`src/rtl/axi4_axch_sender_q.sv`:
```
// AXI4 address-channel sender with L1 pass-through and an L2 miss queue.
// Optional miss queue and L2 path enabled by defining AXCH_SENDER_L2Q_EN.
module axi4_axch_sender_q #(
    parameter int C_AXI_ID_WIDTH   = 4,
    parameter int C_AXI_USER_WIDTH = 4,
    parameter int C_ADDR_WIDTH     = 32,
    parameter int L2_Q_DEPTH       = 4
) (
    input  logic                        axi4_aclk,
    input  logic                        axi4_arstn,
    input  logic                        l1_trans_accept,
    input  logic                        l1_trans_drop,
    output logic                        l1_trans_sent,
    input  logic                        l2_trans_accept,
    input  logic                        l2_trans_drop,
    output logic                        l2_trans_sent,
    output logic                        l2_q_full,
    output logic                        l2_q_empty,
    input  logic                        stall,
    input  logic [C_ADDR_WIDTH-1:0]     l1_axi4_axaddr,
    input  logic [C_ADDR_WIDTH-1:0]     l2_axi4_axaddr,
    input  logic                        s_axi4_axvalid,
    output logic                        s_axi4_axready,
    input  logic [C_AXI_ID_WIDTH-1:0]   s_axi4_axid,
    input  logic [7:0]                  s_axi4_axlen,
    input  logic [2:0]                  s_axi4_axsize,
    input  logic [1:0]                  s_axi4_axburst,
    input  logic                        s_axi4_axlock,
    input  logic [2:0]                  s_axi4_axprot,
    input  logic [3:0]                  s_axi4_axcache,
    input  logic [3:0]                  s_axi4_axregion,
    input  logic [3:0]                  s_axi4_axqos,
    input  logic [C_AXI_USER_WIDTH-1:0] s_axi4_axuser,
    output logic                        m_axi4_axvalid,
    input  logic                        m_axi4_axready,
    output logic [C_ADDR_WIDTH-1:0]     m_axi4_axaddr,
    output logic [C_AXI_ID_WIDTH-1:0]   m_axi4_axid,
    output logic [7:0]                  m_axi4_axlen,
    output logic [2:0]                  m_axi4_axsize,
    output logic [1:0]                  m_axi4_axburst,
    output logic                        m_axi4_axlock,
    output logic [2:0]                  m_axi4_axprot,
    output logic [3:0]                  m_axi4_axcache,
    output logic [3:0]                  m_axi4_axregion,
    output logic [3:0]                  m_axi4_axqos,
    output logic [C_AXI_USER_WIDTH-1:0] m_axi4_axuser
);

    typedef struct packed {
        logic [C_AXI_ID_WIDTH-1:0]   id;
        logic [7:0]                  len;
        logic [2:0]                  size;
        logic [1:0]                  burst;
        logic                        lock;
        logic [2:0]                  prot;
        logic [3:0]                  cache;
        logic [3:0]                  region;
        logic [3:0]                  qos;
        logic [C_AXI_USER_WIDTH-1:0] user;
    } ax_t;

    logic                    r_l1_pend;
    logic                    r_wait_stall;
    logic                    w_l2_send;
    logic                    w_drop_ok;
    logic                    w_l1_req;
    logic                    w_m_valid;
    logic                    w_m_hs;
    logic                    w_l1_hs;
    logic                    w_get_new;
    logic                    w_s_ready;
    ax_t                     w_s_ax;
    ax_t                     w_m_ax;
    logic [C_ADDR_WIDTH-1:0] w_m_addr;

    assign w_s_ax = {s_axi4_axid, s_axi4_axlen, s_axi4_axsize,
                     s_axi4_axburst, s_axi4_axlock, s_axi4_axprot,
                     s_axi4_axcache, s_axi4_axregion, s_axi4_axqos,
                     s_axi4_axuser};

`ifdef AXCH_SENDER_L2Q_EN
    localparam int PW = $clog2(L2_Q_DEPTH);
    localparam logic [PW:0] QD = (PW+1)'(L2_Q_DEPTH);

    ax_t           r_q [L2_Q_DEPTH];
    logic [PW-1:0] r_wr_ptr;
    logic [PW-1:0] r_rd_ptr;
    logic [PW:0]   r_cnt;
    logic          r_l2_send;
    logic          w_full;
    logic          w_empty;
    logic          w_push;
    logic          w_pop;
    logic          w_l2_hs;

    assign w_full    = (r_cnt == QD);
    assign w_empty   = (r_cnt == '0);
    assign w_l2_send = r_l2_send;
    assign w_l2_hs   = w_m_hs & r_l2_send;
    assign w_drop_ok = s_axi4_axvalid & l1_trans_drop & ~w_full;
    assign w_push    = w_drop_ok;
    assign w_pop     = w_l2_hs |
                       (l2_trans_drop & ~w_empty & ~r_l2_send);
    assign w_m_ax    = r_l2_send ? r_q[r_rd_ptr] : w_s_ax;
    assign w_m_addr  = r_l2_send ? l2_axi4_axaddr : l1_axi4_axaddr;

    assign l2_trans_sent = w_l2_hs & axi4_arstn;
    assign l2_q_full     = w_full;
    assign l2_q_empty    = w_empty;

    // L2 send flag: armed by an L2 hit on a non-empty queue, dropped on handshake
    always_ff @(posedge axi4_aclk or negedge axi4_arstn) begin
        if (!axi4_arstn) begin
            r_l2_send <= 1'b0;
        end else if (w_l2_hs) begin
            r_l2_send <= 1'b0;
        end else if (l2_trans_accept && !w_empty) begin
            r_l2_send <= 1'b1;
        end
    end

    // Miss queue storage, pointers and occupancy
    always_ff @(posedge axi4_aclk or negedge axi4_arstn) begin
        if (!axi4_arstn) begin
            for (int i = 0; i < L2_Q_DEPTH; i++) begin
                r_q[i] <= '0;
            end
            r_wr_ptr <= '0;
            r_rd_ptr <= '0;
            r_cnt    <= '0;
        end else begin
            if (w_push) begin
                r_q[r_wr_ptr] <= w_s_ax;
                r_wr_ptr      <= r_wr_ptr + 1'b1;
            end
            if (w_pop) begin
                r_rd_ptr <= r_rd_ptr + 1'b1;
            end
            case ({w_push, w_pop})
                2'b10:   r_cnt <= r_cnt + 1'b1;
                2'b01:   r_cnt <= r_cnt - 1'b1;
                default: r_cnt <= r_cnt;
            endcase
        end
    end
`else
    logic w_unused;

    assign w_unused  = ^{l2_trans_accept, l2_trans_drop, l2_axi4_axaddr};
    assign w_l2_send = 1'b0;
    assign w_drop_ok = s_axi4_axvalid & l1_trans_drop;
    assign w_m_ax    = w_s_ax;
    assign w_m_addr  = l1_axi4_axaddr;

    assign l2_trans_sent = 1'b0;
    assign l2_q_full     = 1'b0;
    assign l2_q_empty    = 1'b1;
`endif

    assign w_l1_req  = s_axi4_axvalid & (l1_trans_accept | r_l1_pend);
    assign w_m_valid = w_l2_send | w_l1_req;
    assign w_m_hs    = w_m_valid & m_axi4_axready;
    assign w_l1_hs   = w_m_hs & ~w_l2_send;
    assign w_get_new = w_l1_hs | w_drop_ok;
    assign w_s_ready = (w_get_new | r_wait_stall) & ~stall;

    assign m_axi4_axvalid = w_m_valid & axi4_arstn;
    assign s_axi4_axready = w_s_ready & axi4_arstn;
    assign l1_trans_sent  = s_axi4_axvalid & s_axi4_axready;
    assign m_axi4_axaddr  = w_m_addr;

    assign {m_axi4_axid, m_axi4_axlen, m_axi4_axsize, m_axi4_axburst,
            m_axi4_axlock, m_axi4_axprot, m_axi4_axcache,
            m_axi4_axregion, m_axi4_axqos, m_axi4_axuser} = w_m_ax;

    // L1 pending and stall-deferred slave ready; clear wins over set
    always_ff @(posedge axi4_aclk or negedge axi4_arstn) begin
        if (!axi4_arstn) begin
            r_l1_pend    <= 1'b0;
            r_wait_stall <= 1'b0;
        end else begin
            if (w_l1_hs) begin
                r_l1_pend <= 1'b0;
            end else if (l1_trans_accept) begin
                r_l1_pend <= 1'b1;
            end
            if (w_s_ready) begin
                r_wait_stall <= 1'b0;
            end else if (w_get_new && stall) begin
                r_wait_stall <= 1'b1;
            end
        end
    end

endmodule

```
`config.mk`:
```
export PLATFORM = sky130hd
export DESIGN_NAME = axi4_axch_sender_q
export DESIGN_NICKNAME = d
export VERILOG_FILES = /design/src/rtl/axi4_axch_sender_q.sv
export SDC_FILE = /design/constraint.sdc
export NUM_CORES = 1
export LEC_CHECK = 0
export ABC_AREA = 1
export CORE_AREA = 2 2 72 74
export DETAILED_ROUTE_END_ITERATION = 10
export DIE_AREA = 0 0 74 76
export GPL_ROUTABILITY_DRIVEN = 0
export PLACE_DENSITY = 0.73
export SLEW_MARGIN = 20
export SYNTH_ARGS = -nofsm -noshare
export SYNTH_HDL_FRONTEND = slang
export SYNTH_SLANG_ARGS = --single-unit
```
`constraint.sdc`:
```
create_clock -name axi4_aclk -period 2.06 [get_ports axi4_aclk]
set_input_delay 0.618 -clock axi4_aclk [delete_from_list [all_inputs] [get_ports axi4_aclk]]
set_output_delay 0.618 -clock axi4_aclk [all_outputs]
set_load 0.005 [all_outputs]
```
==> metrics.md <==
| Metric | Value |
|---|---|
| Status | `complete, no violations` |
| Hold buffers post-CTS | `0` |
| Total power | `about 0.23 mW` |
| CP required | `around 1.4 ns` |
| Cell taking the most area after synthesis | `buf_4` |
| Number of global-route vias before repair | `269` |
| Final antenna-violating net count | `0` |
| Vias | `262` |
| DP Cell Count | `100` |
| Worst-path clk slew | `0.03 ns` |
| Count of different cell masters after synthesis | `12` |
| Area share of the largest cell type after synthesis | `0.806` |
| Dpl cell area | `~310 um2` |
| Critical path class | `in2out` |
| Gate Count Post-Synth | `92` |
| Clock sinks | `2` |
| Area grow syn2layout | `-47.4%` |
| Post-route DRC | `0` |
| Cell Area, Synth | `671 um2` |
| DIE AREA | `5620 um2` |
| H-tree Lvls | `1` |
| Yosys warns | `0` |
| Final Core Density | `0.0718` |
| Crit start category | `input port` |
| Avg Cell Area, Syn | `7.29 um2` |
| Slew Viols, Final | `0` |
| Peak supply drop | `0.000246 V` |
| Antenna violations before repair | `0` |
| Port bufs | `9` |
| CP max-delay cell | `dlygate4sd2_1` |
| CP endpoint kind | `output pin` |
| CTS tree | `built` |
| Largest net degree at the start of global routing | `5` |
| CP dominant cell by count | `nand2_2` |
| Leak | `0.166 nW` |
| Commonest non-fill, non-tap cell in the layout | `inv_1` |
| WL/cell | `9.58 um` |
| Global-route wire length before repair | `1300 um` |
| Die Width | `74 um` |
| Sequential-to-total area share from yosys stat | `0.0746` |
| Pwr dens | `650 nW/um2` |
| Total GRT Usage | `0.0321` |
| R2r startpoint | `r_l1_pend` |
| Clock skew | `0.00177 ns` |
| Commonest non-fill, non-tap cells in the layout | `inv_1 (6), dlygate4sd2_1 (5)` |
| Die Span Y | `76 um` |
| Vias per inst | `2.52` |
| TNS Setup | `0 ns` |
| Final setup viols | `0` |
| Cts bufs inserted | `3` |
| I/O pins | `185` |
| DRT iter0 DRCs | `5` |
| Crit path from | `s_axi4_axvalid` |
| Nets@finish | `146` |
| WHS | `0.299 ns` |
| Critical path arrival | `1.40 ns` |
| RSZ-0062 raised after global routing | `no` |
| Final setup slack of the worst path | `0.0403 ns` |
| Core Area | `4910 um2` |
| CTS Root Cell | `clkbuf_8` |
| CP Buf/Inv Count | `2` |
| Num rows | `26` |
| Clock Path Buffers | `2` |
| Top post-synthesis cells by area | `buf_4 (81%), dfrtp_1 (7.5%), inv_1 (3.4%), a21oi_1 (1.5%), conb_1 (1.1%)` |
| CP top delay family | `buffers and inverters` |
| First-pass DRT Iterations | `2` |
| Synth Register Bits | `2` |
| Crit-path max cell delay | `0.30 ns` |
| Worst-Skew Late Latency | `about 0.21 ns` |
| Antenna cell count | `0` |
| Peak Freq | `495 MHz` |
| Post-route design area | `353 um2` |
| Gr ovfl total | `0` |
| CP cell instances | `dlygate4sd2_1 -> a21oi_2 -> nand2_2 -> nand2_2 -> nor2_2 -> buf_2` |
| Initial core utilization | `0.137` |
| CP Max Fanout | `4` |
| Type of the worst min-delay path | `in2async` |
| Final Cycle Share | `0.980` |
| Post-route minimum period | `around 2.0 ns` |
| Pre-CTS setup slack | `-0.579 ns` |
| Total length of routed wires | `996 um` |
| Non-Filler Instances | `104` |
| Fraction of layout instances using a drive strength above 1 | `0.382` |
| DPL Wire Length | `approximately 740 um` |
| Final Hold Viols | `0` |
| Max Cap Violations | `0` |
==> cells by family after synthesis <==
group / Yosys count / share of synthesized area
compound gates: 2 / 0.0149
buf+inv: 78 / 0.840
flops: 2 / 0.0746
other cells: 2 / 0.0112
simple gates: 8 / 0.0597
==> registers in the layout (all words and copies together) (netlist names) <==
name and flops:
r_l1_pend 1, r_wait_stall 1
==> layer usage <==
layer	share of wire	vias to the layer above	GRT usage
met3	0.22	46	0.0225
met2	0.30	34	0.0241
li1	-	81	-
met1	0.23	101	0.0192
met4	0.25	0	0.0964
met5	0	-	0
==> worst paths after layout <==
check                                     end  slack, ns  cells after the start
worst max register to register   r_wait_stall       1.24                      5
min in group axi4_aclk           r_wait_stall       0.58                      3
worst min register to register   r_wait_stall       0.58                      3
worst min-delay path                r_l1_pend       0.30                      1
worst max-delay path            l1_trans_sent       0.04                      6
max in group asynchronous        r_wait_stall       1.62                      1
==> final cells by class <==
class	count	area, um2
Clock buffer	3	41.3
Sequential cell	2	50.0
Tap cell	70	87.6
Fill cell	583	4560
Timing Repair Buffer	10	76.3
Multi-Input combinational cell	13	75.1
Inverter	6	22.5
==> power by group <==
part	internal, mW	switching, mW	leakage, nW	total [mW]
registers	0.0430	0.00107	0.0238	0.0440
clock network	0.123	0.0287	0.0216	0.152
logic	0.0160	0.0171	0.121	0.0331
==> cells in the mapped netlist <==
cell,number
a21oi_1,2
and2_1,1
buf_4,72
conb_1,2
dfrtp_1,2
inv_1,6
nand2_1,2
nand2_2,1
nand3_1,1
nor2_1,1
nor2_2,1
nor3_1,1
==> timing repair <==
item,CTS,global route
gates resized for setup,22,1
pin swaps,4,0
endpoints found under the setup margin,3,1
setup buffers,1,0
No activity file was read; power rests on OpenSTA's default activity.
